**config.mk**
```make
export PLATFORM = sky130hd
export DESIGN_NAME = dense_bias_loader_flat
export DESIGN_NICKNAME = d
export VERILOG_FILES = /design/src/rtl/cnn_pkg.sv /design/src/rtl/dense_bias_loader_if.sv /design/src/rtl/byte_word_packer.sv /design/src/rtl/dense_bias_loader.sv /design/src/flat_wrapper.sv
export SDC_FILE = /design/constraint.sdc
export NUM_CORES = 1
export LEC_CHECK = 0
export ABC_CLOCK_PERIOD_IN_PS = 2100
export CORE_MARGIN = 2
export CORE_UTILIZATION = 48
export CTS_BUF_LIST = sky130_fd_sc_hd__clkbuf_2 sky130_fd_sc_hd__clkbuf_4 sky130_fd_sc_hd__clkbuf_8
export DETAILED_ROUTE_END_ITERATION = 16
export PLACE_DENSITY_LB_ADDON = 0.25
export RECOVER_POWER = 100
export SLEW_MARGIN = 10
export SYNTH_ARGS = -nofsm -noshare
export SYNTH_HDL_FRONTEND = slang
export SYNTH_HIERARCHICAL = 1
export SYNTH_SLANG_ARGS = --single-unit
```
**constraint.sdc**
```tcl
create_clock -name clk -period 2.1 [get_ports clk]
set_input_delay 0.42 -clock clk [delete_from_list [all_inputs] [get_ports clk]]
set_output_delay 0.42 -clock clk [all_outputs]
set_load 0.03 [all_outputs]
```
**src/rtl/cnn_pkg.sv**
```systemverilog
// Shared constants, FSM encoding and write-beat type for the bias loading path.
// No logic of its own; consumed by the loader, the byte packer and the bias RAM.
// Defaults here are instance-overridable through the module parameters.
package cnn_pkg;

    localparam int NUM_BIASES     = 10;
    localparam int BYTES_PER_WORD = 4;
    localparam int BIAS_W         = 32;
    localparam int ADDR_W         = 4;

    // Loader FSM encoding, kept as plain constants so legacy tools can read it.
    localparam logic [1:0] ST_IDLE   = 2'd0;
    localparam logic [1:0] ST_LOAD   = 2'd1;
    localparam logic [1:0] ST_FINISH = 2'd2;

    // One bias RAM write: address and assembled word travel together.
    typedef struct packed {
        logic [ADDR_W-1:0] addr;
        logic [BIAS_W-1:0] data;
    } bias_wr_t;

endpackage

```
**src/rtl/dense_bias_loader_if.sv**
```systemverilog
// Byte stream, bias RAM write port and consumer read port of the bias loader.
// Pure wiring, no latency.
// Byte stream uses valid/ready; write and read ports have no backpressure.
interface dense_bias_loader_if;
    import cnn_pkg::*;

    logic [7:0]        byte_in;
    logic              byte_valid;
    logic              byte_ready;

    logic [ADDR_W-1:0] wr_addr;
    logic [BIAS_W-1:0] wr_data;
    logic              wr_en;

    logic              rd_req;
    logic [ADDR_W-1:0] rd_idx;
    logic [ADDR_W-1:0] ram_rd_addr;
    logic              rd_valid;
    logic              rd_err;

    // Loader side.
    modport master (
        input  byte_in, byte_valid, rd_req, rd_idx,
        output byte_ready, wr_addr, wr_data, wr_en, ram_rd_addr, rd_valid, rd_err
    );

    // Host / consumer / RAM side.
    modport slave (
        output byte_in, byte_valid, rd_req, rd_idx,
        input  byte_ready, wr_addr, wr_data, wr_en, ram_rd_addr, rd_valid, rd_err
    );

endinterface

```
**src/rtl/byte_word_packer.sv**
```systemverilog
// Assembles little-endian bytes into bias words and emits one write per word.
// Latency: write strobe one cycle after the last byte of a word is taken.
// No backpressure of its own; bytes arriving after the final word are ignored.
module byte_word_packer
    import cnn_pkg::*;
#(
    parameter int NUM_BIASES     = cnn_pkg::NUM_BIASES,
    parameter int BYTES_PER_WORD = cnn_pkg::BYTES_PER_WORD
) (
    input  logic       clk,
    input  logic       rst,
    input  logic       clr,
    input  logic       in_vld,
    input  logic [7:0] in_dat,
    output logic       wr_en,
    output bias_wr_t   wr_beat
);

    localparam int BCW = (BYTES_PER_WORD > 1) ? $clog2(BYTES_PER_WORD) : 1;
    localparam int WCW = ADDR_W + 1;
    localparam logic [BCW-1:0] LAST_BYTE  = BCW'(BYTES_PER_WORD - 1);
    localparam logic [WCW-1:0] WORD_LIMIT = WCW'(NUM_BIASES);

    logic [BCW-1:0]    byte_cnt;
    logic [WCW-1:0]    word_cnt;
    logic [BIAS_W-1:0] asm_q;
    logic [BIAS_W-1:0] word_next;
    logic              take;
    logic              last;

    // Once every word has been written, further bytes must not reach the RAM.
    assign take = in_vld && (word_cnt != WORD_LIMIT);
    assign last = take && (byte_cnt == LAST_BYTE);

    // Drop the incoming byte into its lane on top of what is already assembled.
    always_comb begin
        word_next = asm_q;
        word_next[{byte_cnt, 3'b000} +: 8] = in_dat;
    end

    // Byte/word counters, assembly register and the registered write beat.
    always_ff @(posedge clk) begin
        if (rst) begin
            byte_cnt <= '0;
            word_cnt <= '0;
            asm_q    <= '0;
            wr_en    <= 1'b0;
            wr_beat  <= '0;
        end else if (clr) begin
            // Clearing also kills a write that the same cycle's byte would schedule.
            byte_cnt <= '0;
            word_cnt <= '0;
            asm_q    <= '0;
            wr_en    <= 1'b0;
        end else begin
            wr_en <= last;
            if (take) begin
                if (last) begin
                    byte_cnt     <= '0;
                    asm_q        <= '0;
                    word_cnt     <= word_cnt + 1'b1;
                    wr_beat.addr <= word_cnt[ADDR_W-1:0];
                    wr_beat.data <= word_next;
                end else begin
                    byte_cnt <= byte_cnt + 1'b1;
                    asm_q    <= word_next;
                end
            end
        end
    end

endmodule

```
**src/rtl/dense_bias_loader.sv**
```systemverilog
// Loads NUM_BIASES bias words from a byte stream into the bias RAM and gates consumer reads.
// Latency: write one cycle after a word's last byte; rd_valid/rd_err one cycle after rd_req.
// byte_ready is high only while loading; reads are never stalled, only accepted or rejected.
module dense_bias_loader
    import cnn_pkg::*;
#(
    parameter int NUM_BIASES     = cnn_pkg::NUM_BIASES,
    parameter int BYTES_PER_WORD = cnn_pkg::BYTES_PER_WORD
) (
    input  logic                        clk,
    input  logic                        rst,
    input  logic                        start,
    input  logic                        abort,
    dense_bias_loader_if.master         bus,
    output logic                        busy,
    output logic                        done,
    output logic                        loaded
);

    localparam int WCW = ADDR_W + 1;

    logic [1:0] state;
    logic       loaded_q;
    logic       rd_valid_q;
    logic       rd_err_q;
    logic       start_go;
    logic       abort_go;
    logic       byte_take;
    logic       pk_wr_en;
    logic       wr_fire;
    logic       last_wr;
    logic       rd_ok;
    bias_wr_t   pk_beat;

    assign start_go  = (state == ST_IDLE) && start;
    assign abort_go  = (state == ST_LOAD) && abort;
    assign busy      = (state != ST_IDLE);
    assign done      = (state == ST_FINISH);
    assign loaded    = loaded_q;

    assign bus.byte_ready = (state == ST_LOAD);
    assign byte_take      = bus.byte_valid && bus.byte_ready;

    // An abort also masks a write that is on the port in the abort cycle itself.
    assign wr_fire     = pk_wr_en && !abort_go;
    assign last_wr     = wr_fire && (pk_beat.addr == ADDR_W'(NUM_BIASES - 1));
    assign bus.wr_en   = wr_fire;
    assign bus.wr_addr = pk_beat.addr;
    assign bus.wr_data = pk_beat.data;

    byte_word_packer #(
        .NUM_BIASES     (NUM_BIASES),
        .BYTES_PER_WORD (BYTES_PER_WORD)
    ) u_packer (
        .clk     (clk),
        .rst     (rst),
        .clr     (start_go || abort_go),
        .in_vld  (byte_take),
        .in_dat  (bus.byte_in),
        .wr_en   (pk_wr_en),
        .wr_beat (pk_beat)
    );

    // Load sequencing: FINISH follows the cycle that writes the final word.
    always_ff @(posedge clk) begin
        if (rst) begin
            state    <= ST_IDLE;
            loaded_q <= 1'b0;
        end else begin
            case (state)
                ST_IDLE: begin
                    if (start) begin
                        state    <= ST_LOAD;
                        loaded_q <= 1'b0;
                    end
                end
                ST_LOAD: begin
                    if (abort) begin
                        state <= ST_IDLE;
                    end else if (last_wr) begin
                        state    <= ST_FINISH;
                        loaded_q <= 1'b1;
                    end
                end
                ST_FINISH: begin
                    state <= ST_IDLE;
                end
                default: begin
                    state <= ST_IDLE;
                end
            endcase
        end
    end

    // The RAM is addressed straight from the consumer index; only the verdict is registered.
    assign bus.ram_rd_addr = bus.rd_idx;
    assign rd_ok = loaded_q && !busy && (WCW'(bus.rd_idx) < WCW'(NUM_BIASES));

    // Read verdict lines up with the RAM's one-cycle read data.
    always_ff @(posedge clk) begin
        if (rst) begin
            rd_valid_q <= 1'b0;
            rd_err_q   <= 1'b0;
        end else begin
            rd_valid_q <= bus.rd_req && rd_ok;
            rd_err_q   <= bus.rd_req && !rd_ok;
        end
    end

    assign bus.rd_valid = rd_valid_q;
    assign bus.rd_err   = rd_err_q;

endmodule

```
**src/flat_wrapper.sv**
```systemverilog
// flat-port wrapper written by rule: the top's interface ports become plain ports
module dense_bias_loader_flat import cnn_pkg::*;
#(
    parameter int NUM_BIASES     = cnn_pkg::NUM_BIASES,
    parameter int BYTES_PER_WORD = cnn_pkg::BYTES_PER_WORD
)
  (clk, rst, start, abort, busy, done, loaded, bus_byte_in, bus_byte_valid, bus_rd_req, bus_rd_idx, bus_byte_ready, bus_wr_addr, bus_wr_data, bus_wr_en, bus_ram_rd_addr, bus_rd_valid, bus_rd_err);
  dense_bias_loader_if bus_i ();
  input  logic clk;
  input  logic rst;
  input  logic start;
  input  logic abort;
  output logic busy;
  output logic done;
  output logic loaded;
  input wire logic [$bits(bus_i.byte_in)-1:0] bus_byte_in;
  input wire logic [$bits(bus_i.byte_valid)-1:0] bus_byte_valid;
  input wire logic [$bits(bus_i.rd_req)-1:0] bus_rd_req;
  input wire logic [$bits(bus_i.rd_idx)-1:0] bus_rd_idx;
  output wire logic [$bits(bus_i.byte_ready)-1:0] bus_byte_ready;
  output wire logic [$bits(bus_i.wr_addr)-1:0] bus_wr_addr;
  output wire logic [$bits(bus_i.wr_data)-1:0] bus_wr_data;
  output wire logic [$bits(bus_i.wr_en)-1:0] bus_wr_en;
  output wire logic [$bits(bus_i.ram_rd_addr)-1:0] bus_ram_rd_addr;
  output wire logic [$bits(bus_i.rd_valid)-1:0] bus_rd_valid;
  output wire logic [$bits(bus_i.rd_err)-1:0] bus_rd_err;
  assign bus_i.byte_in = bus_byte_in;
  assign bus_i.byte_valid = bus_byte_valid;
  assign bus_i.rd_req = bus_rd_req;
  assign bus_i.rd_idx = bus_rd_idx;
  assign bus_byte_ready = bus_i.byte_ready;
  assign bus_wr_addr = bus_i.wr_addr;
  assign bus_wr_data = bus_i.wr_data;
  assign bus_wr_en = bus_i.wr_en;
  assign bus_ram_rd_addr = bus_i.ram_rd_addr;
  assign bus_rd_valid = bus_i.rd_valid;
  assign bus_rd_err = bus_i.rd_err;
  dense_bias_loader #(.NUM_BIASES(NUM_BIASES), .BYTES_PER_WORD(BYTES_PER_WORD)) u_core (.clk(clk), .rst(rst), .start(start), .abort(abort), .bus(bus_i), .busy(busy), .done(done), .loaded(loaded));
endmodule
```
======== After elaboration in Yosys (flattened, before gate mapping) ========
Index checks and enable logic that the tools add are counted.
word-level totals
  register bits ........................... 81
  input port bits ......................... 18
  output and inout port bits .............. 47
  logic and storage cells ................. 60
operators by class
  add/subtract/negate cells ............... 3
  magnitude comparators ................... 1
  equality and inequality tests ........... 9
  shift-type cells ........................ 2
  multiplexer cells ....................... 11
  bitwise gates (word level) .............. 1
  reductions and logical operators ........ 23
operators by type and width
  kind                                                   number
  bitwise mux 32 bit                                     1
  2-to-1 mux 32 bit                                      1
  variable shift 8 x 7 -> 32 bit (first input constant)  1
  indexed part select 8 x 7 -> 32 bit                    1
  logical AND 1 bit                                      11
  2-to-1 mux 2 bit                                       4
  negator 5 -> 7 bit                                     1
  != test 2 bit (second input constant)                  3
  adder 5 x 1 -> 5 bit (second input constant)           1
  != test 5 x 4 -> 1 bit (second input constant)         1
  equality test 2 bit (second input constant)            2
  equality test 4 bit (second input constant)            1
  < comparator 4 bit (second input constant)             1
  one-hot mux 2 bit (2 select lines)                     1
  AND reduction 2 bit                                    2
  AND reduction 4 bit                                    1
  nonzero test 2 bit                                     2
  zero test 1 bit                                        3
  2-to-1 mux 1 bit                                       3
  != test 3 bit (second input constant)                  1
  AND reduction 3 bit                                    1
  adder 2 x 1 -> 2 bit (second input constant)           1
  equality test 2 x 1 -> 1 bit (second input constant)   1
  zero test 2 bit                                        1
  other kinds (4)                                        4

======== Logic depth before layout (Yosys ltp) ========
  word-level depth ........................ 8
  depth in mapped cells ................... 9

======== Modules after synthesis ========
The synthesis kept the hierarchy.
by module, submodules not included
  module             instances  cells each  area each (µm²)  seq. area each (µm²)
  byte_word_packer   1          313         2935.3           1361.3
  dense_bias_loader  1          33          301.5            100.1

======== Worst setup path before layout ========
No wires, ideal clock.
  path kind ............................... input -> register
  from .................................... input port start
  to ...................................... register u_core.u_packer.asm_q[21]
  arrival ................................. 1.986 ns
  data required time ...................... 2.032 ns
  setup slack ............................. 0.046 ns
  stages .................................. 9
  buffers on the path ..................... 3
  cells stage by stage .................... and2b_2 a21oi_1 nor2_1 or2_1 buf_6 or4_4 buf_6 buf_8 o2bb2ai_2
on the way
  longest elaborated chain between the ends .. 3
RTL lines
  item                                 line                     RTL
  from (decl)                          flat_wrapper.sv:11       input logic start;
  logical AND 1 bit                    dense_bias_loader.sv:35  assign start_go = (state == ST_IDLE) && start;
  logical OR 1 bit                     dense_bias_loader.sv:57  .clr (start_go || abort_go),
  OR reduction 2 bit (no source line)  n/a
  to (signal assigned)                 byte_word_packer.sv:66   asm_q <= word_next;
  to (decl)                            byte_word_packer.sv:26   logic [BIAS_W-1:0] asm_q;
Every way passes these cells.
A chain may end at the register's enable or synchronous reset.

======== Worst setup path after layout ========
  from .................................... input port start
  to ...................................... register u_core.u_packer.asm_q[19]
Same word-level chain as after synthesis.

==> run summary <==
Synth top area share = 45.1%
CTS tree = yes
Final wirelength = 8270 um
Total power = 2.73 mW
Rows = 29
P_leak = 1.39 nW
PortBufs = 62
Worst hold path type = flip-flop to flip-flop
Sequential area share after synthesis = 45.1%
Most frequent cell after synthesis = dfxtp_1
Max-slew violations = 0
Cells after DPL = 473
VDD IR-drop max = 447 uV
Clock Tree Root = clkbuf_8
Flops & latches, synth = 73
Main flop type after synthesis = dfxtp_1
# nets final = 434
Nature of the critical path startpoint = input pin
Max clock buf depth = 2
Fillers = 550
Via count = 2,864
Post-DR vias/cell = 5.83
Pin count of the biggest net entering global routing = 43
Cell accounting for the most synthesized area = dfxtp_1
Initial antenna violation count = 0
Crit-path max FO = 6
Die area = 7420 um2
Pwr per Cell Area = 647 nW/um2
Sinks on Clock Net = 73
H-tree depth = 3
Final GP Congestion = 0.796
Fmax = 496 MHz
Mean area per synthesized cell = 9.36 um2
Placed Area = 3970 um2
Max Cap Viol = 0
Critical path type = input pin to flip-flop
Ant diodes = 0
Synth unique cells = 48
Post-CTS Setup Inserts = 0
Initial Util = 50.4%
Area Growth Syn to Fin = 30.2%
Reg clk slew, reported paths = 0.08 ns
Share of cells above drive strength 1 = 14.3%
TritonCTS Buffers = 9
Endpoints failing setup = 0
Tcrit/Tclk final = 96.0%
GRT Residual Overflow = 0
Final-report hold violation count = 0
DRT iter0 DRCs = 145
Synthesized Nets = 371
Synth async-reset ratio = 0%
Post-Place Setup Slack = -0.293 ns
Die Ht = 86.1 um
Status = complete, no violations
GRT Util Overall = 22.3%
Fin worst setup slack = 0.0844 ns
Critical path arrival = 2.30 ns
Post-synth EDFFs = 0
HPWL after DPL = 5420 um
Final min period = 2.02 ns
Vias in the first global route = 2,668
Unrepaired setup endpoints after global routing = yes
Clk Latency, worst-skew pair = 0.35 ns
Layout Skew = 0.0129 ns
Number of routed nets with antenna violations = 0
Crit end category = flip-flop
Synthesized instance count = 346
Relative slew slack = 40.7%
DR DRC count = 0
Req. time, crit path = 2.38 ns
CORE AREA = 6420 um2
IO Pins = 65
Finished Cell Area = 4220 um2
WL per Instance = 16.8 um
Top cells by count, synth = 73 x dfxtp_1, 57 x a21oi_1, 20 x o2bb2ai_1, 19 x o21ai_0
Synth warn = 6
Worst slew pin tran = 0.890 ns
First-pass GRT wire length = 13,000 um
Non-Filler Instances = 491
DRT Pass-1 Iters = 4
Chip width = 86.1 um
Top area cells in the synthesized netlist = dfxtp_1 45%, a21oi_1 8.8%, o2bb2ai_1 5.4%
Mapped Area = 3240 um2
-- layout make-up --
class	instances	area [um2]	share of cell area, %
Clock buffer	11	145	3.44
Tap cell	77	96.3	2.29
Clock inverter	5	55.1	1.31
Inverter	7	26.3	0.623
Timing Repair Buffer	84	822	19.5
Sequential cell	73	1460	34.7
Multi-Input combinational cell	234	1610	38.1
-- stage by stage --
| step | utilization (%) | setup TNS (ns) | hold WS, ns |
|---|---|---|---|
| floorplan | - | 0 | 0.425 |
| global placement | 61.8 | -9.10 | 0.436 |
| detailed placement | 61.8 | -9.43 | 0.441 |
| CTS | 64.9 | 0 | 0.463 |
| global route | 65.6 | -0.0545 | 0.471 |
| finish | 65.6 | 0 | 0.461 |
-- cell usage in the layout (no fill, tap or decap), types with 6 or more instances in the layout --
master,Yosys,final
o2bb2ai_2,4,7
nor2_1,10,10
clkbuf_8,0,10
a211oi_1,13,13
ha_1,7,7
a311oi_1,11,11
buf_4,4,19
nand3_1,6,6
dfxtp_1,73,72
nand2_1,11,11
o2bb2ai_1,20,17
nand2b_1,12,12
a21oi_1,57,57
nand3b_1,6,6
nand4_1,8,8
nor2b_1,16,16
inv_1,7,7
clkdlybuf4s50_1,0,58
o21ai_0,19,19
-- sequential cells by signal (all words and copies together) (netlist names) --
name and cells:
u_core/u_packer/wr_en 1, u_core/bus.rd_valid 1, u_core/u_packer/byte_cnt 2, u_core/bus.rd_err 1, u_core/u_packer/word_cnt 5, u_core/state 2, u_core/u_packer/asm_q 24, u_core/u_packer/wr_beat 36
u_core/loaded 1
-- logic make-up (layout without fill, tap and decap cells) --
family                   Yosys count  after routing  synth area share, %
buffers and inverters             41            107                 6.53
AND/OR/NAND/NOR                   93             95                 18.4
AO/OA/AOI/OAI                    132            132                 27.2
flip-flops                        73             73                 45.1
adder cells (fa/ha/maj)            7              7                 2.71
-- power by group --
part	leakage, nW	switching (mW)	internal [mW]
Clock	0.0987	0.530	0.590
Combinational	0.706	0.118	0.0945
Sequential	0.589	0.00522	1.39
-- final timing paths --
path / depth (start not counted) / end / start / slack [ns]
worst max-delay path: 7 / u_core/u_packer/asm_q[19]$_SDFFE_PP0P_ / start / 0.08
worst min register to register: 1 / u_core/u_packer/asm_q[13]$_SDFFE_PP0P_ / u_core/u_packer/asm_q[13]$_SDFFE_PP0P_ / 0.46
worst min-delay path: 1 / u_core/u_packer/asm_q[13]$_SDFFE_PP0P_ / u_core/u_packer/asm_q[13]$_SDFFE_PP0P_ / 0.46
worst max register to register: 6 / u_core/u_packer/asm_q[19]$_SDFFE_PP0P_ / u_core/state[0]$_SDFFE_PP0P_ / 0.13
-- metal layers --
| metal | up-vias | share of wire [%] | track usage (%) |
|---|---|---|---|
| li1 | 1413 | - | - |
| met1 | 1350 | 46 | 30.8 |
| met2 | 90 | 46 | 34.7 |
| met3 | 11 | 6.3 | 3.75 |
| met4 | 0 | 1.7 | 9.09 |
| met5 | - | 0 | 0 |
-- critical path: stages --
cell and delay, ns:
clkdlybuf4s50_1 0.41, and2b_2 0.20, a21oi_1 0.11, nor2_1 0.07, or2_4 0.29, or4_4 0.63
o2bb2ai_1 0.17
-- timing repair --
item	4_1_cts	5_1_grt
endpoints found under the setup margin	1	28
pin swaps	0	4
gates cloned	0	2
hold buffers	0	0
resized for setup	1	9
No activity file was read; power rests on OpenSTA's default activity.
